## src/rtl/gshare_resolver.sv

```systemverilog
// rtl/gshare_resolver.sv - in-order resolution queue for gshare predictions
//
// Holds every in-flight prediction {pc, bht index, ghr snapshot, predicted
// direction} in a circular buffer and retires the oldest one when execute
// reports the real outcome. Each retire emits a one-cycle BHT update; a
// wrong prediction also emits a mispredict pulse with the corrected GHR,
// empties the queue and spends one RECOVER cycle refusing traffic.
//
// Ports:
//   clk, reset               clock; asynchronous active-high reset
//   pred_valid/pred_ready    prediction handshake from the predictor
//   pred_pc/index/ghr/taken  prediction payload (pc kept for trace only)
//   res_valid/res_ready      resolution handshake from execute (oldest only)
//   res_taken                actual branch outcome
//   upd_valid/index/taken    registered BHT counter-update command
//   mispredict, restore_ghr  registered misprediction pulse and GHR restore
//   head_pc                  pc of the oldest entry, 0 when empty
//   count                    current occupancy (0..DEPTH)
module gshare_resolver #(
  parameter int DEPTH  = 4,
  parameter int PC_W   = 8,
  parameter int HIST_W = 4
) (
  input  logic                       clk,
  input  logic                       reset,
  input  logic                       pred_valid,
  output logic                       pred_ready,
  input  logic [PC_W-1:0]            pred_pc,
  input  logic [HIST_W-1:0]          pred_index,
  input  logic [HIST_W-1:0]          pred_ghr,
  input  logic                       pred_taken,
  input  logic                       res_valid,
  output logic                       res_ready,
  input  logic                       res_taken,
  output logic                       upd_valid,
  output logic [HIST_W-1:0]          upd_index,
  output logic                       upd_taken,
  output logic                       mispredict,
  output logic [HIST_W-1:0]          restore_ghr,
  output logic [PC_W-1:0]            head_pc,
  output logic [$clog2(DEPTH+1)-1:0] count
);

  localparam int PTR_W = $clog2(DEPTH);
  localparam int CNT_W = $clog2(DEPTH+1);
  localparam logic [CNT_W-1:0] FULL_CNT = CNT_W'(DEPTH);

  typedef enum logic {
    NORMAL  = 1'b0,
    RECOVER = 1'b1
  } state_t;

  state_t           state;
  logic [PTR_W-1:0] head;
  logic [PTR_W-1:0] tail;

  // Entry storage; only head/tail/count need reset since empty slots are
  // never observed (head_pc is masked when the queue is empty).
  logic [PC_W-1:0]   q_pc    [DEPTH];
  logic [HIST_W-1:0] q_index [DEPTH];
  logic [HIST_W-1:0] q_ghr   [DEPTH];
  logic              q_taken [DEPTH];

  logic enq;
  logic ret;
  logic miss;

  assign pred_ready = (state == NORMAL) && (count < FULL_CNT);
  assign res_ready  = (state == NORMAL) && (count != '0);

  assign enq  = pred_valid && pred_ready;
  assign ret  = res_valid && res_ready;
  assign miss = ret && (q_taken[head] != res_taken);

  assign head_pc = (count == '0) ? '0 : q_pc[head];

  // A write during a mispredicting retire lands in a slot that the flush
  // immediately abandons, so the wrong-path entry is dropped for free.
  always_ff @(posedge clk) begin
    if (enq) begin
      q_pc[tail]    <= pred_pc;
      q_index[tail] <= pred_index;
      q_ghr[tail]   <= pred_ghr;
      q_taken[tail] <= pred_taken;
    end
  end

  always_ff @(posedge clk or posedge reset) begin
    if (reset) begin
      state       <= NORMAL;
      head        <= '0;
      tail        <= '0;
      count       <= '0;
      upd_valid   <= 1'b0;
      upd_index   <= '0;
      upd_taken   <= 1'b0;
      mispredict  <= 1'b0;
      restore_ghr <= '0;
    end else begin
      upd_valid   <= ret;
      upd_index   <= ret ? q_index[head] : '0;
      upd_taken   <= ret && res_taken;
      mispredict  <= miss;
      // Corrected history: snapshot shifted left with the real outcome in bit 0.
      restore_ghr <= miss ? {q_ghr[head][HIST_W-2:0], res_taken} : '0;

      case (state)
        NORMAL: begin
          if (miss) begin
            state <= RECOVER;
            head  <= '0;
            tail  <= '0;
            count <= '0;
          end else begin
            if (enq) tail <= tail + 1'b1;
            if (ret) head <= head + 1'b1;
            if (enq && !ret)
              count <= count + 1'b1;
            else if (!enq && ret)
              count <= count - 1'b1;
          end
        end
        RECOVER: state <= NORMAL;
        default: state <= NORMAL;
      endcase
    end
  end

endmodule

```

## config.mk

```make
export PLATFORM = sky130hd
export DESIGN_NAME = gshare_resolver
export DESIGN_NICKNAME = d
export VERILOG_FILES = /design/src/rtl/gshare_resolver.sv
export SDC_FILE = /design/constraint.sdc
export NUM_CORES = 1
export LEC_CHECK = 0
export CORE_AREA = 2 2 74 91
export DETAILED_ROUTE_END_ITERATION = 8
export DIE_AREA = 0 0 76 93
export PLACE_DENSITY = 0.78
export SLEW_MARGIN = 10
export SYNTH_ARGS = -nofsm -noshare
export SYNTH_HDL_FRONTEND = slang
export SYNTH_SLANG_ARGS = --single-unit
```

## constraint.sdc

```tcl
create_clock -name clk -period 4.6 [get_ports clk]
set_input_delay 0.92 -clock clk [delete_from_list [all_inputs] [get_ports clk]]
set_output_delay 0.92 -clock clk [all_outputs]
set_load 0.02 [all_outputs]
```

**Word level (Yosys, flattened, before mapping)**

Memory sizes are Yosys's and may differ from the RTL's.
Cells that the tools add are included.

- Register bits after elaboration: 19
- RAM bits: 68
- Input port bits: 22
- Output and inout port bits: 24
- Word-level logic and storage cells: 52
- Memories kept: 4

Memories:

| name | words | width | rd ports | clocked after Yosys merged registers in | wr ports | RTL line | text |
|---|---|---|---|---|---|---|---|
| q_pc | 4 | 8 | 1 | 0 | 1 | 59 | `logic [PC_W-1:0] q_pc [DEPTH];` |
| q_ghr | 4 | 4 | 1 | 0 | 1 | 61 | `logic [HIST_W-1:0] q_ghr [DEPTH];` |
| q_index | 4 | 4 | 1 | 0 | 1 | 60 | `logic [HIST_W-1:0] q_index [DEPTH];` |
| q_taken | 4 | 1 | 1 | 0 | 1 | 62 | `logic q_taken [DEPTH];` |

- $add $sub $neg: 4
- Magnitude comparators: 1
- Eq/ne operators: 1
- Muxes and demuxes: 14
- Bitwise logic cells: 1
- Reduce and logical (&&, ||, !) cells: 18

Operator list:

| operator | number |
|---|---|
| $mux 3 | 3 |
| $logic_and 1x1->1 | 8 |
| $mux 2 | 4 |
| $mux 4 | 2 |
| $mux 8 | 1 |
| $reduce_and 2->1 | 3 |
| $reduce_bool 3->1 | 2 |
| $add 2x1->2 const B | 2 |
| $reduce_bool 2->1 | 2 |
| $add 3x1->3 const B | 1 |
| $logic_not 3->1 | 1 |
| $lt 3x3->1 const B | 1 |
| $mux 1 | 3 |
| $sub 3x1->3 const B | 1 |
| $logic_not 1->1 | 2 |
| $pmux 1 s2 | 1 |
| $ne 1x1->1 | 1 |
| $not 1->1 | 1 |

**Logic depth before layout (Yosys ltp)**

Gate-level depths: netlist (run 1).

- Depth after elaboration: 8
- Mapped depth: 10
- Depth with buffers taken out: 8

**Worst setup path before layout (run 1)**

Ideal clock, no wire load.

- Path type: reg2out
- From: register head[0]
- To: output port head_pc[6]
- Data arrival time: 1441 ps
- Required time: 3680 ps
- Path slack: 2239 ps
- Cell stages (with the launch flop): 5
- Cells stage by stage: dfrtp_1 buf_4 buf_6 mux4_2 and2_1

- Longest elaborated chain between the ends: 2

RTL lines:

| element | RTL line | text |
|---|---|---|
| from (decl) | 54 | `logic [PTR_W-1:0] head;` |
| from (signal assigned) | 116 | `if (ret) head <= head + 1'b1;` |
| $mem_v2 4x8 | -- |  |
| $mux 8 | 75 | `assign head_pc = (count == '0) ? '0 : q_pc[head];` |
| to (decl) | 40 | `output logic [PC_W-1:0] head_pc,` |

Every way passes these cells.

**Worst setup path in the final report (run 1)**

Same ends and word-level chain as after synthesis.

==> out/results.tsv, run 1 <==
metric	value	unit
ys_dominant_reg_cell	edfxtp_1	
initial_antenna_violation_count	0	
cts_htree_levels	3	
endpoint	head_pc[6]	
cts_tree	built	
die_area	7070	um2
final_layout_size_suffix_gt1_frac	0.171	
routability_congestion	0.795	
routed_wl_per_cell	17.3	um
static-leakage-power	1.41	nW
worst_slew_pin_slew	0.867	ns
rr_startpoint	count[0]	
synthesis.area	3320	um2
critPathRequiredTime	3.68	ns
initial_utilization	0.535	
rsz0062_at_grt	false	
fp.coreArea	6210	um2
die_h	93	um
postCtsResizedCells	0	
diode_insertion_count_for_antenna_repair	0	
detailedRoute.firstPassIterationCount	4	
port_buffers	44	
worst_setup_path_startpoint	head[0]	
outcome	complete, no violations	
globalRoute.totalOverflow	0	
io_pins	46	
fin_tns_setup	0	ns
worstSetupStartpointType	flip-flop	
cts_sinks	83	
number_of_enable_flip_flop_cells_after_synthesis	64	
cp_data_arrival_time	2.46	ns
cts-root-buf	clkbuf_8	
groute.usage.overall	0.174	
tritoncts.num_buffers	9	
ir_worst_vdd	351	uV
area_growth	22.1	%
yosysUniqueCellTypes	32	
fmaxAchievable	296	MHz
multi_input_area	841	um2
ffs_latches_synth	83	
detailedPlacementHpwl	3450	um
route.final.wire_length	5510	um
drt_first_iter_violations	135	
dieWidth	76	um
synth_sequential_area_ratio	0.722	
timing.reg2reg.setup_slack	2.22	ns
synth.top_cells.by_area	edfxtp_1, dfrtp_1, mux4_2	
syn_inst	180	
seq_cell_area	2400	um2
remaining_drcs	0	
core.rowCount	32	
hold_viol_final	0	
power.internal	1.70	mW
synth_most_common_cell	edfxtp_1	
net_count_after_synthesis	207	
share_comb_of_total_power	0.359	
wire_length_of_the_first_global_routing_pass	8970	um
postCtsHoldBufs	0	
timing.hold.worst.class	flip-flop to flip-flop	
pwr-share-clk	0.229	
netlist_top_cells_count	edfxtp_1, and2_1, dfrtp_1	
via_count_of_the_routed_design	1683	
grt_max_degree	20	
critPathMaxFanout	12	
fin_worst_skew	0.00431	ns
reg2reg_depth	8	
ys.warnings.count	0	
syn_avg_cell_area	18.4	um2
holdPathStages	2	
clk_transition_reported_paths	0.08	ns
power.switching_fraction	0.320	
worst_slew_margin_rel	0.422	
cts-root-to-sink-buffers	2	
cap_viol_max_count	0	
critical_path_class	flip-flop to output pin	
fin_crit	3.38	ns
clk_latency	0.35	ns
biggest_area_consumer_among_synthesized_cells	edfxtp_1	
r2r-end	count[1]	
pwr_density_cell	617	nW/um2
post_cts_setup_buffer_count	0	
critical_path.endpoint_type	output pin	
setup_violations	0	
post-layout-total-power	2.50	mW
synth-async-reset-ratio	0.229	
grt_pass1_vias	1793	
via_per_inst	5.28	
num-fill-cells	435	
drtAntennaViolNets	0	
drv_slew	0	
synth_top_area_frac	0.579	
p_switching	0.799	mW
design.final.nets	256	
layout_worst_path_cycle_share	0.735	
seq_power_share	0.412	
per-layer routing:
metal	vias up	track usage	wire, um	share of wire
li1	768	-	-	-
met1	854	0.203	2300	0.42
met2	52	0.304	2860	0.52
met3	9	0.0541	244	0.044
met4	0	0.0682	95	0.017
met5	-	0	0	0
power groups by stage:
stage / Combinational [mW] / Clock, mW / Sequential, mW
final: 0.897 / 0.572 / 1.03
after global routing: 0.966 / 0.617 / 1.05
after CTS: 0.909 / 0.586 / 1.03
after detailed placement: 0.903 / 0 / 1.05
after global placement: 0.889 / 0 / 1.04
after floorplan: 0.560 / 0 / 1.07
stage by stage:
stage               utilization  cells  hold WS (ns)  area (um2)  setup slack [ns]
finish                    0.653    319         0.565        4050              1.22
global route              0.653    319         0.627        4050              1.09
global placement          0.617    303         0.539        3830              1.54
floorplan                     -    180         0.553        3320              2.24
detailed placement        0.617    303         0.554        3830              1.51
CTS                       0.653    319         0.571        4050              1.15
state kept, by name, summed over array words and instances, names as in the netlist:
| name | cells |
|---|---|
| count | 3 |
| head | 2 |
| mispredict | 1 |
| q_ghr | 12 |
| q_index | 16 |
| q_pc | 32 |
| q_taken | 4 |
| restore_ghr | 4 |
| state | 1 |
| tail | 2 |
| upd_index | 4 |
| upd_taken | 1 |
| upd_valid | 1 |
area by class of cell:
class                           count  share of cell area
Sequential cell                    83               0.592
Clock inverter                      7              0.0250
Multi-Input combinational cell     82               0.208
Clock buffer                        9              0.0306
Inverter                            7             0.00649
Tap cell                           85              0.0263
Timing Repair Buffer               46               0.112
cell usage in the layout (no fill, tap or decap), types with 5 or more instances in the layout:
cell type / instances
nor2_1: 8
clkdlybuf4s50_1: 44
clkbuf_8: 9
mux4_2: 16
edfxtp_1: 64
dfrtp_1: 19
and2_1: 21
nand3_1: 5
inv_1: 6
logic make-up after synthesis:
group | Yosys count | share of synthesized area
and+or+nand+nor | 46 | 0.0841
DFF | 83 | 0.722
AOI/OAI and AO/OA | 8 | 0.0151
buffers and inverters | 15 | 0.0245
adders and majority gates | 5 | 0.0211
xor gates and xnor gates | 6 | 0.0215
muxes | 17 | 0.112
critical path, stage by stage (launching register included):
cell and delay [ns]:
dfrtp_1 0.80, mux4_2 0.57, and2_1 0.19, clkdlybuf4s50_1 0.54
worst min-delay path by stage:
stage / slack [ns] / to / start
2_1_floorplan: 0.55 / head[1] / q_taken[1]
3_5_place_dp: 0.55 / count[1] / count[1]
6_report: 0.57 / count[1] / count[1]
5_1_grt: 0.63 / count[1] / count[1]
3_3_place_gp: 0.54 / count[1] / count[1]
4_1_cts: 0.57 / count[1] / count[1]
No activity file was read; power rests on OpenSTA's default activity.
==> run 2, diff against run 1 <==
CORE_AREA = 2 2 75 91   (was 2 2 74 91)
DIE_AREA = 0 0 77 93   (was 0 0 76 93)
PLACE_DENSITY = 0.77   (was 0.78)
clock period = 3.21 ns   (was 4.6 ns; I/O delays follow)
==> run 2 against run 1 <==
Core utilization increased by 0.40 points. Critical path depth unchanged. Power increased by 51%. Largest cell class unchanged.
==> out/results.tsv, run 2 (synthesized netlist as in run 1, its figures left out) <==
metric	value	unit	change
outcome	complete, no violations		
globalRoute.totalOverflow	0		unchanged
critPathMaxFanout	13		+1
routed_wl_per_cell	17.3	um	+0.47%
wire_length_of_the_first_global_routing_pass	8800	um	-1.9%
worstSetupStartpointType	flip-flop		
critPathRequiredTime	2.57	ns	-1.11 ns
die_h	93	um	unchanged
rsz0062_at_grt	false		
drv_slew	0		unchanged
setup_violations	0		unchanged
clk_latency	0.35	ns	about the same
mostFrequentLayoutCell	edfxtp_1		
cts_tree	built		
initial_utilization	0.525		-0.0102
fin_tns_setup	0	ns	unchanged
largest_registers	q_pc: 32 flops, q_index: 16 flops, q_ghr: 12 flops		
fin_worst_skew	0.00914	ns	+0.00483 ns
critPathTopFamily	flip-flops		
critPathBufInv	1		unchanged
ir_worst_vdd	581	uV	+66%
cts_htree_levels	3		unchanged
worst_slew_pin_slew	0.713	ns	-0.154 ns
cap_viol_max_count	0		unchanged
largest_register_ff_count	32		unchanged
seq_cell_area	2400	um2	unchanged
fin_crit	2.83	ns	
grt_max_degree	20		unchanged
detailedPlacementHpwl	3690	um	+7.1%
critical_path_class	flip-flop to output pin		
initial_antenna_violation_count	0		unchanged
io_pins	46		unchanged
cpPeakStageDelay	0.73	ns	-0.07 ns
routability_congestion	0.782		-1.6%
cts-root-buf	clkbuf_8		
core.rowCount	32		unchanged
hold_viol_final	0		unchanged
dieWidth	77	um	+1.3%
most_used_cells_in_the_layout_excluding_fill_and_tap_cells	edfxtp_1, clkdlybuf4s50_1, and2_1, dfrtp_1, mux4_2		
postCtsHoldBufs	0		unchanged
drtAntennaViolNets	0		unchanged
via_count_of_the_routed_design	1738		+3.3%
worstPathCellList	mux4_2, and2_1, clkdlybuf4s50_1		
diode_insertion_count_for_antenna_repair	0		unchanged
cp_data_arrival_time	2.19	ns	-0.27 ns
worst_slew_margin_rel	0.524		+0.102
area_growth	25.2	%	
critical_path.endpoint_type	output pin		
tritoncts.num_buffers	9		unchanged
utilization	0.657		+0.00402
cts-root-to-sink-buffers	2		unchanged
groute.usage.overall	0.170		-0.00370
fmaxAchievable	354	MHz	
dpl-instance-area	3890	um2	+1.7%
cts_sinks	83		unchanged
stdcell_area	4160	um2	+2.6%
timing.critical_path.slowest_stage_cell	dfrtp_1		
design.final.nets	263		+2.7%
layout.cells.non_filler	326		+2.2%
final_layout_size_suffix_gt1_frac	0.191		+0.0199
die_area	7160	um2	+1.3%
timing.hold.worst.class	flip-flop to flip-flop		
via_per_inst	5.33		+1.1%
layout_worst_path_cycle_share	0.881		
num-fill-cells	482		+11%
static-leakage-power	1.47	nW	+4.3%
pwr_density_cell	908	nW/um2	+47%
max_flop_register	q_pc		
multi_input_area	841	um2	unchanged
fp.coreArea	6330	um2	+1.9%
clk_transition_reported_paths	0.08	ns	about the same
post_cts_setup_buffer_count	0		unchanged
placed_cell_count	310		+2.3%
route.final.wire_length	5650	um	+2.7%
grt_pass1_vias	1783		-0.56%
postCtsResizedCells	0		unchanged
detailedRoute.firstPassIterationCount	4		unchanged
port_buffers	44		unchanged
remaining_drcs	0		unchanged
drt_first_iter_violations	110		-19%
[run 2: per-stage QoR]
step / power [mW] / setup slack (ns) / hold slack (ns)
finish: 3.77 / 0.382 / 0.582
global route: 3.94 / 0.305 / 0.630
CTS: 3.81 / 0.349 / 0.585
detailed placement: 2.85 / 0.601 / 0.566
global placement: 2.81 / 0.652 / 0.561
floorplan: 2.33 / 0.961 / 0.553
[run 2: power by group]
group          switching (mW)  leakage [nW]  internal (mW)  total [mW]
logic                   0.674         0.517          0.671        1.35
clock network           0.367         0.127          0.594       0.961
registers               0.107         0.830           1.36        1.47
total                    1.15          1.47           2.63        3.77
[run 2: per-layer routing]
| layer | up-vias | part of all wire | GRT usage |
|---|---|---|---|
| li1 | 786 | - | - |
| met1 | 888 | 0.41 | 0.195 |
| met2 | 49 | 0.53 | 0.301 |
| met3 | 15 | 0.035 | 0.0415 |
| met4 | 0 | 0.024 | 0.0833 |
| met5 | - | 0 | 0 |
[run 2: area by class of cell]
| cell class | instances | area share |
|---|---|---|
| multi-input combinational | 82 | 0.202 |
| clock inverter | 7 | 0.0337 |
| clock buffer | 9 | 0.0298 |
| inverter | 7 | 0.00632 |
| timing repair buffer | 53 | 0.125 |
| tap | 85 | 0.0256 |
| sequential | 83 | 0.577 |
[run 2: worst paths after layout]
| path | end | slack [ns] | start | depth (start not counted) |
|---|---|---|---|---|
| max | head_pc[1] | 0.38 | head[1] | 3 |
| min | count[1] | 0.58 | count[1] | 2 |
| max reg2reg | count[1] | 0.82 | count[0] | 8 |
| min reg2reg | count[1] | 0.58 | count[1] | 2 |
| max in group asynchronous | upd_index[2] | 2.06 | reset | 2 |
| min in group asynchronous | restore_ghr[1] | 0.70 | reset | 2 |
[run 2: worst register-to-register path, delay by kind of cell (launching register included)]
kind | cells | cell delay (ns)
buffers and inverters | 1 | 0.14
AND/OR/NAND/NOR | 4 | 1.07
adder cells (fa/ha/maj) | 1 | 0.45
flip-flops | 1 | 0.43
AO/OA/AOI/OAI | 2 | 0.20
